File: config.mk
export PLATFORM = sky130hd
export DESIGN_NAME = tiny1_uart
export DESIGN_NICKNAME = d
export VERILOG_FILES = /design/src/rtl/tiny1_uart_pkg.sv /design/src/rtl/tiny1_uart_fifo.sv /design/src/rtl/tiny1_uart.sv
export SDC_FILE = /design/constraint.sdc
export NUM_CORES = 1
export LEC_CHECK = 0
export CAP_MARGIN = 10
export CELL_PAD_IN_SITES_DETAIL_PLACEMENT = 0
export CELL_PAD_IN_SITES_GLOBAL_PLACEMENT = 1
export CORE_MARGIN = 1
export CORE_UTILIZATION = 42
export DETAILED_ROUTE_END_ITERATION = 10
export GPL_ROUTABILITY_DRIVEN = 1
export PLACE_DENSITY = 0.71
export SKIP_CTS_REPAIR_TIMING = 1
export SYNTH_ARGS = -nofsm -noshare
export SYNTH_HDL_FRONTEND = slang
export SYNTH_SLANG_ARGS = --single-unit
File: constraint.sdc
create_clock -name clk -period 3.6 [get_ports clk]
set_input_delay 0.36 -clock clk [delete_from_list [all_inputs] [get_ports clk]]
set_output_delay 0.36 -clock clk [all_outputs]
set_load 0.05 [all_outputs]
File: src/rtl/tiny1_uart_pkg.sv
// tiny1_uart_pkg: shared state types and sizing
// helpers for the tiny1 8N1 UART.
package tiny1_uart_pkg;

  typedef enum logic [1:0] {
    TX_IDLE,
    TX_START,
    TX_DATA,
    TX_STOP
  } tx_st_t;

  typedef enum logic [1:0] {
    RX_IDLE,
    RX_START,
    RX_DATA,
    RX_STOP
  } rx_st_t;

  localparam int BITS_PER_FRAME = 10;

  function automatic int cnt_w(input int clks);
    return (clks < 2) ? 1 : $clog2(clks);
  endfunction

endpackage

File: src/rtl/tiny1_uart_fifo.sv
// tiny1_uart_fifo: small synchronous RX FIFO with
// combinational head and a registered overrun pulse.
module tiny1_uart_fifo
  import tiny1_uart_pkg::*;
#(
  parameter int DEPTH = 4,
  parameter int W     = 8
) (
  input  logic         clk,
  input  logic         rst,
  input  logic         i_push,
  input  logic [W-1:0] i_data,
  input  logic         i_pop,
  output logic [W-1:0] o_head,
  output logic         o_empty,
  output logic         o_overrun
);

  localparam int AW = $clog2(DEPTH);
  localparam logic [AW:0] FULL_CNT = DEPTH[AW:0];

  logic [W-1:0]  r_mem [DEPTH];
  logic [AW-1:0] r_wp;
  logic [AW-1:0] r_rp;
  logic [AW:0]   r_cnt;
  logic          r_overrun;
  logic          w_full;
  logic          w_pop;
  logic          w_push;

  assign o_empty   = (r_cnt == '0);
  assign w_full    = (r_cnt == FULL_CNT);
  assign w_pop     = i_pop && !o_empty;
  // a pop in the same cycle frees the slot a full push needs
  assign w_push    = i_push && (!w_full || w_pop);
  assign o_head    = r_mem[r_rp];
  assign o_overrun = r_overrun;

  always_ff @(posedge clk or posedge rst) begin
    if (rst) begin
      for (int i = 0; i < DEPTH; i++) begin
        r_mem[i] <= '0;
      end
      r_wp      <= '0;
      r_rp      <= '0;
      r_cnt     <= '0;
      r_overrun <= 1'b0;
    end else begin
      r_overrun <= i_push && w_full && !w_pop;
      if (w_push) begin
        r_mem[r_wp] <= i_data;
        r_wp        <= r_wp + 1'b1;
      end
      if (w_pop) begin
        r_rp <= r_rp + 1'b1;
      end
      if (w_push && !w_pop) begin
        r_cnt <= r_cnt + 1'b1;
      end else if (!w_push && w_pop) begin
        r_cnt <= r_cnt - 1'b1;
      end
    end
  end

endmodule

File: src/rtl/tiny1_uart.sv
// tiny1_uart: 8N1 transceiver for the tiny1 CPU with
// a 2-flop RX synchronizer and a small RX FIFO.
module tiny1_uart
  import tiny1_uart_pkg::*;
#(
  parameter int CLKS_PER_BIT = 104,
  parameter int FIFO_DEPTH   = 4
) (
  input  logic       clk,
  input  logic       rst,
  input  logic       rx,
  output logic       tx,
  input  logic       wr,
  input  logic [7:0] tx_data,
  output logic       busy,
  input  logic       rd,
  output logic [7:0] rx_data,
  output logic       valid,
  output logic       overrun,
  output logic       frame_err
);

  localparam int CW = cnt_w(CLKS_PER_BIT);
  localparam logic [CW-1:0] C_LAST = CW'(CLKS_PER_BIT - 1);
  // the detect cycle in IDLE counts toward the half bit
  localparam logic [CW-1:0] C_HALF = CW'(CLKS_PER_BIT / 2 - 2);

  tx_st_t        r_tx_st;
  logic [CW-1:0] r_tx_cnt;
  logic [2:0]    r_tx_bit;
  logic [7:0]    r_tx_buf;
  logic          r_tx;
  logic          r_busy;
  logic          w_tx_tick;

  rx_st_t        r_rx_st;
  logic [CW-1:0] r_rx_cnt;
  logic [2:0]    r_rx_bit;
  logic [7:0]    r_rx_sh;
  logic [1:0]    r_sync;
  logic          r_fe;
  logic          w_rx_s;
  logic          w_rx_tick;
  logic          w_push;
  logic          w_empty;

  assign tx        = r_tx;
  assign busy      = r_busy;
  assign frame_err = r_fe;
  assign valid     = !w_empty;
  assign w_tx_tick = (r_tx_cnt == C_LAST);
  assign w_rx_tick = (r_rx_cnt == C_LAST);
  assign w_rx_s    = r_sync[1];
  assign w_push    = (r_rx_st == RX_STOP) && w_rx_tick && w_rx_s;

  always_ff @(posedge clk or posedge rst) begin
    if (rst) begin
      r_tx_st  <= TX_IDLE;
      r_tx_cnt <= '0;
      r_tx_bit <= '0;
      r_tx_buf <= '0;
      r_tx     <= 1'b1;
      r_busy   <= 1'b0;
    end else begin
      unique case (r_tx_st)
        TX_IDLE: begin
          r_tx_cnt <= '0;
          if (wr) begin
            r_tx_buf <= tx_data;
            r_tx     <= 1'b0;
            r_busy   <= 1'b1;
            r_tx_st  <= TX_START;
          end
        end
        TX_START: begin
          if (w_tx_tick) begin
            r_tx_cnt <= '0;
            r_tx_bit <= '0;
            r_tx     <= r_tx_buf[0];
            r_tx_st  <= TX_DATA;
          end else begin
            r_tx_cnt <= r_tx_cnt + 1'b1;
          end
        end
        TX_DATA: begin
          if (w_tx_tick) begin
            r_tx_cnt <= '0;
            if (r_tx_bit == 3'd7) begin
              r_tx    <= 1'b1;
              r_tx_st <= TX_STOP;
            end else begin
              r_tx_bit <= r_tx_bit + 3'd1;
              r_tx     <= r_tx_buf[r_tx_bit + 3'd1];
            end
          end else begin
            r_tx_cnt <= r_tx_cnt + 1'b1;
          end
        end
        TX_STOP: begin
          if (w_tx_tick) begin
            r_tx_cnt <= '0;
            r_busy   <= 1'b0;
            r_tx_st  <= TX_IDLE;
          end else begin
            r_tx_cnt <= r_tx_cnt + 1'b1;
          end
        end
        default: r_tx_st <= TX_IDLE;
      endcase
    end
  end

  always_ff @(posedge clk or posedge rst) begin
    if (rst) begin
      r_sync <= 2'b11;
    end else begin
      r_sync <= {r_sync[0], rx};
    end
  end

  always_ff @(posedge clk or posedge rst) begin
    if (rst) begin
      r_rx_st  <= RX_IDLE;
      r_rx_cnt <= '0;
      r_rx_bit <= '0;
      r_rx_sh  <= '0;
      r_fe     <= 1'b0;
    end else begin
      r_fe <= 1'b0;
      unique case (r_rx_st)
        RX_IDLE: begin
          r_rx_cnt <= '0;
          if (!w_rx_s) begin
            r_rx_st <= RX_START;
          end
        end
        RX_START: begin
          if (r_rx_cnt == C_HALF) begin
            r_rx_cnt <= '0;
            r_rx_bit <= '0;
            r_rx_st  <= w_rx_s ? RX_IDLE : RX_DATA;
          end else begin
            r_rx_cnt <= r_rx_cnt + 1'b1;
          end
        end
        RX_DATA: begin
          if (w_rx_tick) begin
            r_rx_cnt <= '0;
            r_rx_sh  <= {w_rx_s, r_rx_sh[7:1]};
            if (r_rx_bit == 3'd7) begin
              r_rx_st <= RX_STOP;
            end else begin
              r_rx_bit <= r_rx_bit + 3'd1;
            end
          end else begin
            r_rx_cnt <= r_rx_cnt + 1'b1;
          end
        end
        RX_STOP: begin
          // leave mid-stop so the next start edge is not missed
          if (w_rx_tick) begin
            r_rx_cnt <= '0;
            r_fe     <= !w_rx_s;
            r_rx_st  <= RX_IDLE;
          end else begin
            r_rx_cnt <= r_rx_cnt + 1'b1;
          end
        end
        default: r_rx_st <= RX_IDLE;
      endcase
    end
  end

  tiny1_uart_fifo #(
    .DEPTH (FIFO_DEPTH),
    .W     (8)
  ) u_fifo (
    .clk       (clk),
    .rst       (rst),
    .i_push    (w_push),
    .i_data    (r_rx_sh),
    .i_pop     (rd),
    .o_head    (rx_data),
    .o_empty   (w_empty),
    .o_overrun (overrun)
  );

endmodule

==> flow_metrics.py, run 1 <==
metrics = {
    "status": {
        "status": "complete, no violations",
    },
    "floorplanning": {
        "die_h_um": 100,
        "start_util": 0.435,
        "die_width_um": 100,
        "core-area_mm2": 0.00928,
        "ios": 26,
        "die-area_mm2": 0.0100,
        "rows": 35,
    },
    "yosys": {
        "syn_avg_cell_area_um2": 13.4,
        "syn_area_mm2": 0.00404,
        "synth_edf_count": 0,
        "yosysWarnings": 0,
        "synthArstFlopShare": 1.00,
        "ys_seq_area_frac": 0.528,
        "synth_nets": 332,
        "yosys.cell_types.count": 46,
        "synth-seq-cells": 85,
        "ys.flop_type": "dfrtp_1",
        "synth_cells": 301,
    },
    "route": {
        "viasPerCell": 5.06,
        "via_count": 2356,
        "drc_errors": 0,
        "wl_per_cell_um": 14.4,
        "drtPass1Iterations": 4,
        "drtIter0Drc": 52,
        "routed_wl_um": 6690,
        "drtAntennaViolNets": 0,
    },
    "pwr": {
        "powerDensity_mw_per_mm2": 542,
        "leakage_nw": 2.08,
        "peakVddDrop_v": 0.000233,
        "power_mw": 2.52,
    },
    "sta": {
        "drv_slew": 0,
        "worstMarginPinSlew_ps": 848,
        "finalCriticalPeriod_ps": 2780,
        "hold_violations": 0,
        "finalSetupViolCount": 0,
        "tns_ps": 0,
        "fin_worst_skew_ps": 12.9,
        "relSlewSlack": 0.434,
        "fin_crit_sh": 0.772,
        "rsz0062_at_grt": "no",
        "fmax_mhz": 360,
    },
    "clocking": {
        "numClockSinks": 85,
        "cts_root_buf": "clkbuf_8",
        "cts.htree.levels": 3,
        "cts_made_buffers": 9,
        "clkSlewWorstSetupHoldPaths_ps": 90,
        "cts_max_path_buffers": 2,
        "insertion_delay_ps": 360,
        "cts_tree": "built",
    },
    "hold_path": {
        "hold_class": "reg2reg",
    },
    "global_route": {
        "grt_start_max_net_pins": 51,
        "grt-ovfl-total": 0,
        "grt_pass1_wl_um": 11500,
        "antenna_found_initial": 0,
        "grt_pass1_vias": 2386,
        "grt_usage": 0.148,
    },
    "setup_path": {
        "worst_ep_arrival_time_ps": 2420,
        "worstPathRequired_ps": 3240,
        "startpoint_type": "register",
        "cp_slowest_stage_delay_ps": 740,
        "cp_max_fo": 10,
        "cpLargestDelayFamily": "flip-flops",
        "crit_slowest_cell": "dfrtp_1",
        "path_buf_inv": 1,
        "crit_chain": "mux4_2 > clkdlybuf4s50_1",
        "critPathKind": "reg2out",
        "critPathCaptureType": "primary output",
    },
    "final_layout": {
        "drive_gt1_frac": 0.282,
        "diodes": 0,
        "finalNetCount": 363,
        "final_cells": 466,
        "synthToLayoutAreaGrowth_pct": 15.3,
    },
    "placement": {
        "place_inst": 450,
        "dp_hpwl_um": 4710,
        "gp_congestion": 0.738,
        "io_buffers": 25,
    },
    "run": {
        "cap_violations": 0,
    },
}
-- worst reg2reg max path, stage by stage, from the launching register on --
cell	delay [ps]
dfrtp_1	390
ha_1	170
and2_1	240
nand3_1	220
nor3_1	410
ha_1	250
inv_1	70
fa_1	420
xor2_1	170
nor2_1	110
xor2_1	140
-- cells in the mapped netlist (all sizes together) (4+ instances only) --
cell type	number	area, µm²
a21oi	5	25.0
buf	5	28.8
dfrtp	82	2050
ha	17	213
inv	15	56.3
mux2	51	582
mux2i	9	90.1
mux4	9	203
nand2	12	45.0
nand3	12	110
nor2	18	77.6
nor2b	4	25.0
nor3	9	45.0
o21ai	4	20.0
xnor2	7	61.3
xor2	7	61.3
-- flip-flops by register name, summed over array words and instances, names as in the netlist, 2 cells and up, named ones only --
name,flops
r_rx_bit,3
u_fifo.r_cnt,3
u_fifo.r_wp,2
u_fifo.r_mem,32
r_tx_bit,3
r_tx_st,2
r_sync,2
r_rx_cnt,7
r_rx_sh,8
r_tx_buf,8
r_tx_cnt,7
u_fifo.r_rp,2
-- report_power, final --
part	switching, mW	leakage, nW	internal (mW)
combinational	0.252	0.847	0.286
sequential	0.138	1.12	1.08
clock	0.368	0.115	0.401
total	0.759	2.08	1.77
-- kinds of logic (layout without fill, tap and decap cells) --
| kind of cell | Yosys count | after routing | synth area share |
|---|---|---|---|
| AO/OA/AOI/OAI | 21 | 21 | 0.0359 |
| XOR/XNOR | 14 | 14 | 0.0304 |
| adder cells (fa/ha/maj) | 18 | 18 | 0.0576 |
| buffers and inverters | 22 | 58 | 0.0229 |
| flip-flops | 85 | 85 | 0.528 |
| multiplexers | 69 | 69 | 0.217 |
| AND/OR/NAND/NOR | 72 | 72 | 0.109 |
-- final timing paths --
kind | startpoint | slack (ps) | end | cells past startpoint
min in group asynchronous | rst | 460 | busy | 2
max | u_fifo.r_rp[0] | 820 | rx_data[7] | 2
max reg2reg | r_rx_cnt[0] | 940 | u_fifo.r_cnt[2] | 10
min | r_sync[0] | 360 | r_sync[1] | 0
max in group asynchronous | rst | 2300 | r_sync[1] | 3
min reg2reg | r_sync[0] | 360 | r_sync[1] | 0
-- cell usage in the layout (no fill, tap or decap), drive strengths merged, types with 9 or more instances in the layout --
cell / count
mux4: 9
mux2i: 9
ha: 17
clkdlybuf4s50: 25
nand2: 12
mux2: 51
nand3: 12
nor2: 18
dfrtp: 82
inv: 17
clkbuf: 9
nor3: 9
-- metal layers --
layer  vias to the layer above  part of all wire  track usage
met5                         -                 0            0
li1                       1147                 -            -
met2                        21              0.48        0.235
met3                         6             0.022       0.0313
met4                         0            0.0099       0.0535
met1                      1182              0.49        0.203
-- through the flow --
stage	hold slack [ps]	area, µm²	util	setup slack [ps]
6_report	360	4660	0.502	821
5_1_grt	362	4660	0.502	649
4_1_cts	360	4660	0.502	764
3_5_place_dp	347	4430	0.477	908
3_3_place_gp	346	4430	0.477	972
2_1_floorplan	345	4040	-	1050
-- cell type report --
type                    count  area [µm²]
well taps                 129         161
clock inverters             7         104
fillers                   837        4630
repair buffers             27         265
inverters                  15        57.6
flip-flops and latches     85        2130
multi-input cells         194        1820
clock buffers               9         124
Note: power is estimated with default switching activity, not from simulation.
==> run 2: changes to the inputs <==
==> constraint.sdc (replaced) <==
create_clock -name clk -period 2.9 [get_ports clk]
set_input_delay 0.29 -clock clk [delete_from_list [all_inputs] [get_ports clk]]
set_output_delay 0.29 -clock clk [all_outputs]
set_load 0.05 [all_outputs]
==> flow_metrics.py, run 2 (synthesis gave the netlist of run 1 again) <==
metrics = {
    "sta": {
        "fmax_mhz": 384,
        "fin_worst_skew_ps": 8.52,
        "finalSetupViolCount": 0,
        "rsz0062_at_grt": "no",
        "worstMarginPinSlew_ps": 794,
        "setup_slack_ps": 294,
        "fin_crit_sh": 0.899,
        "drv_slew": 0,
        "finalCriticalPeriod_ps": 2610,
        "relSlewSlack": 0.470,
        "hold_violations": 0,
        "tns_ps": 0,
    },
    "setup_path": {
        "worst_ep_arrival_time_ps": 2320,
        "critPathCaptureType": "primary output",
        "r2r_end": "u_fifo.r_cnt[2]",
        "reg2reg_depth": 10,
        "worst_r2r_startpoint": "r_rx_cnt[0]",
        "crit_chain": "buf_4 > mux4_2 > clkdlybuf4s50_1",
        "reg2reg_slack_ps": 360,
        "cp_slowest_stage_delay_ps": 710,
        "worstPathRequired_ps": 2610,
        "cp_max_fo": 6,
        "startpoint_type": "register",
        "critPathKind": "reg2out",
        "crit_slowest_cell": "clkdlybuf4s50_1",
    },
    "route": {
        "wl_met3_um": 174,
        "drtIter0Drc": 69,
        "viasPerCell": 5.05,
        "drtPass1Iterations": 4,
        "drtAntennaViolNets": 0,
        "top_layer": "met4",
        "routed_wl_um": 6730,
        "wl_met1_um": 3160,
        "wl_met2_um": 3330,
        "via_count": 2357,
        "drc_errors": 0,
        "wl_per_cell_um": 14.4,
    },
    "clocking": {
        "numClockSinks": 85,
        "cts_max_path_buffers": 2,
        "cts_made_buffers": 9,
        "cts.htree.levels": 3,
        "clkSlewWorstSetupHoldPaths_ps": 80,
        "cts_root_buf": "clkbuf_8",
        "cts_tree": "built",
        "insertion_delay_ps": 350,
    },
    "global_route": {
        "grt-ovfl-total": 0,
        "grt_pass1_wl_um": 11800,
        "grt_start_max_net_pins": 70,
        "grt_usage": 0.153,
        "antenna_found_initial": 0,
        "grt_pass1_vias": 2494,
    },
    "placement": {
        "io_buffers": 25,
        "dp_hpwl_um": 4730,
        "gp_congestion": 0.745,
        "dp_slack_ps": 338,
        "dpl_cell_area_mm2": 0.00445,
    },
    "pwr": {
        "leakage_nw": 2.07,
        "peakVddDrop_v": 0.000334,
        "powerDensity_mw_per_mm2": 647,
    },
    "final_layout": {
        "synthToLayoutAreaGrowth_pct": 14.8,
        "fin_area_mm2": 0.00464,
        "regMostFlops": "u_fifo.r_mem",
        "drive_gt1_frac": 0.272,
        "multi_input_area_mm2": 0.00182,
        "finalNetCount": 364,
        "final_common_cell": "dfrtp_1",
        "diodes": 0,
        "top_regs": "u_fifo.r_mem: 32 flops, r_rx_sh: 8 flops, r_tx_buf: 8 flops",
        "largest_reg_flops": 32,
        "most-common-layout-cells": "dfrtp_1 (82), mux2_2 (49), clkdlybuf4s50_1 (25)",
        "seq_area_mm2": 0.00213,
        "fillers": 838,
    },
    "hold_path": {
        "hold_class": "in2async",
    },
    "status": {
        "status": "complete, no violations",
    },
    "floorplanning": {
        "start_util": 0.435,
        "die_h_um": 100,
        "core-area_mm2": 0.00928,
        "die_width_um": 100,
        "rows": 35,
        "die-area_mm2": 0.0100,
        "ios": 26,
    },
    "run": {
        "cap_violations": 0,
    },
}
run 2: how the worst max path moves through the flow:
| stage | start | end | slack (ps) | cells after the start |
|---|---|---|---|---|
| 3_5_place_dp | r_rx_cnt[0] | u_fifo.r_cnt[2] | 340 | 10 |
| 6_report | u_fifo.r_rp[0] | rx_data[5] | 290 | 3 |
| 4_1_cts | u_fifo.r_rp[0] | rx_data[5] | 220 | 3 |
| 3_3_place_gp | r_rx_cnt[0] | u_fifo.r_cnt[2] | 370 | 10 |
| 2_1_floorplan | r_rx_cnt[0] | u_fifo.r_cnt[2] | 370 | 11 |
| 5_1_grt | r_rx_cnt[0] | u_fifo.r_cnt[2] | 110 | 10 |
run 2: cell type report:
cell class                      instances  share of cell area
Sequential cell                        85               0.459
Clock buffer                           14              0.0329
Timing Repair Buffer                   28              0.0615
Multi-Input combinational cell        194               0.391
Inverter                               15              0.0124
Clock inverter                          2             0.00755
Tap cell                              129              0.0348
run 2: layer usage:
layer,GRT usage,vias up
met4,0.0535,0
met1,0.199,1191
met5,0,-
met3,0.0418,6
met2,0.249,24
li1,-,1136
run 2: power breakdown:
group | total, mW | switching (mW) | internal (mW)
registers | 1.49 | 0.148 | 1.34
clock network | 0.807 | 0.385 | 0.422
logic | 0.706 | 0.342 | 0.364
total | 3.00 | 0.874 | 2.13
run 2: worst max-delay path, delay by kind of cell (launching register included):
family                 cells  cell delay, ps
flip-flops                 1             490
multiplexers               1             510
buffers and inverters      2             960
run 2: per-stage QoR:
step | utilization | power [mW] | instances | hold WS [ps]
6_report | 0.500 | 3.00 | 467 | 207
5_1_grt | 0.500 | 3.19 | 467 | 217
4_1_cts | 0.500 | 3.06 | 467 | 195
3_5_place_dp | 0.479 | 2.24 | 451 | 349
3_3_place_gp | 0.479 | 2.22 | 451 | 347
2_1_floorplan | - | 2.04 | 301 | 294
==> run 3: changes to the inputs <==
--- a/config.mk
+++ b/config.mk
@@ -8,6 +8,7 @@
 export CAP_MARGIN = 10
 export CELL_PAD_IN_SITES_DETAIL_PLACEMENT = 0
 export CELL_PAD_IN_SITES_GLOBAL_PLACEMENT = 1
+export CORE_ASPECT_RATIO = 1.5
 export CORE_MARGIN = 1
 export CORE_UTILIZATION = 42
 export DETAILED_ROUTE_END_ITERATION = 10
==> flow_metrics.py, run 3 (synthesis gave the netlist of run 1 again) <==
metrics = {
    "setup_path": {
        "worst_ep_arrival_time_ps": 2850,
        "worstPathRequired_ps": 3160,
        "cp_slowest_stage_delay_ps": 430,
        "worst_r2r_startpoint": "r_rx_cnt[0]",
        "crit_chain": "ha_1 > and2_1 > nand3_1 > nor3_1 > ha_1 > inv_1 > fa_1 > xor2_1 > nor2_1 > xor2_1",
        "critPathKind": "reg2reg",
        "reg2reg_slack_ps": 310,
        "critPathCaptureType": "register",
        "r2r_end": "u_fifo.r_cnt[2]",
        "cp_max_fo": 7,
        "reg2reg_depth": 10,
        "startpoint_type": "register",
        "crit_slowest_cell": "fa_1",
    },
    "final_layout": {
        "diodes": 0,
        "fin_area_mm2": 0.00476,
        "synthToLayoutAreaGrowth_pct": 18.0,
        "largest_reg_flops": 32,
        "most-common-layout-cells": "dfrtp_1 (82), mux2_2 (49), clkdlybuf4s50_1 (25)",
        "top_regs": "u_fifo.r_mem: 32 flops, r_rx_sh: 8 flops, r_tx_buf: 8 flops",
        "regMostFlops": "u_fifo.r_mem",
        "drive_gt1_frac": 0.288,
        "final_common_cell": "dfrtp_1",
        "final_cells": 452,
        "finalNetCount": 366,
    },
    "route": {
        "drtIter0Drc": 145,
        "wl_met2_um": 3560,
        "viasPerCell": 5.28,
        "wl_per_cell_um": 15.5,
        "wl_met1_um": 3160,
        "routed_wl_um": 7020,
        "wl_met3_um": 149,
        "top_layer": "met4",
        "drc_errors": 0,
        "drtPass1Iterations": 4,
        "drtAntennaViolNets": 0,
        "via_count": 2388,
    },
    "placement": {
        "dp_slack_ps": 276,
        "dp_hpwl_um": 4800,
        "io_buffers": 25,
        "place_inst": 436,
        "dpl_cell_area_mm2": 0.00444,
        "gp_congestion": 0.751,
    },
    "floorplanning": {
        "start_util": 0.434,
        "die_width_um": 82.1,
        "ios": 26,
        "rows": 43,
        "core-area_mm2": 0.00931,
        "die_h_um": 122,
        "die-area_mm2": 0.0100,
    },
    "hold_path": {
        "hold_class": "in2async",
    },
    "pwr": {
        "leakage_nw": 2.14,
        "peakVddDrop_v": 0.000443,
        "powerDensity_mw_per_mm2": 712,
        "power_mw": 3.39,
    },
    "global_route": {
        "grt_start_max_net_pins": 79,
        "grt_usage": 0.165,
        "grt_pass1_wl_um": 12100,
        "grt_pass1_vias": 2540,
        "antenna_found_initial": 0,
        "grt-ovfl-total": 0,
    },
    "clocking": {
        "cts_root_buf": "clkbuf_16",
        "cts_made_buffers": 9,
        "clkSlewWorstSetupHoldPaths_ps": 60,
        "insertion_delay_ps": 330,
        "cts_max_path_buffers": 2,
        "cts_tree": "built",
        "numClockSinks": 85,
        "cts.htree.levels": 3,
    },
    "run": {
        "cap_violations": 0,
    },
    "sta": {
        "finalCriticalPeriod_ps": 2590,
        "fin_worst_skew_ps": 6.72,
        "worstMarginPinSlew_ps": 781,
        "relSlewSlack": 0.478,
        "finalSetupViolCount": 0,
        "tns_ps": 0,
        "setup_slack_ps": 310,
        "hold_violations": 0,
        "rsz0062_at_grt": "no",
        "fmax_mhz": 386,
        "fin_crit_sh": 0.893,
        "drv_slew": 0,
    },
    "status": {
        "status": "complete, no violations",
    },
}
[run 3: cell types whose count changed in the layout (fill, tap and decap cells not counted)]
cell and delta:
clkinv_2 -1, buf_4 +2, clkinvlp_4 +2, clkbuf_1 -4, clkbuf_16 +9, clkbuf_8 -7, inv_6 +1
[run 3: how the worst max path moves through the flow]
stage                                  to         from  slack (ps)  depth (start not counted)
after floorplan           u_fifo.r_cnt[2]  r_rx_cnt[0]         370                         11
after global placement    u_fifo.r_cnt[2]  r_rx_cnt[0]         350                         10
after detailed placement  u_fifo.r_cnt[2]  r_rx_cnt[0]         280                         10
after CTS                 u_fifo.r_cnt[2]  r_rx_cnt[0]         270                         10
after global routing      u_fifo.r_cnt[2]  r_rx_cnt[0]          30                         10
final                     u_fifo.r_cnt[2]  r_rx_cnt[0]         310                         10
[run 3: stage by stage]
step                hold slack, ps  utilization
floorplan                      294            -
finish                         173        0.512
global placement               348        0.477
detailed placement             348        0.477
global route                   183        0.512
CTS                            165        0.512
[run 3: worst max-delay path: cells and delay by family (launching register included)]
| kind | cells | cell delay (ps) |
|---|---|---|
| buf+inv | 1 | 70 |
| xor+xnor | 2 | 310 |
| simple gates | 4 | 890 |
| flops | 1 | 380 |
| fa+ha+maj | 3 | 860 |
[run 3: layout make-up]
class                      instances  area, µm²
clock inverter                     4       53.8
inverter                          15       57.6
timing repair buffer              30        300
clock buffer                      12        267
sequential                        85       2130
tap                              112        140
fill                             837       4540
multi-input combinational        194       1820
[run 3: where the power goes]
group,switching [mW],total [mW],internal [mW]
logic,0.359,0.723,0.363
clock network,0.452,1.19,0.740
registers,0.136,1.48,1.34
[run 3: layer usage]
| layer | GRT usage | vias to the layer above |
|---|---|---|
| met1 | 0.213 | 1204 |
| met5 | 0 | - |
| met3 | 0.0330 | 10 |
| met2 | 0.258 | 29 |
| met4 | 0.0855 | 0 |
| li1 | - | 1145 |
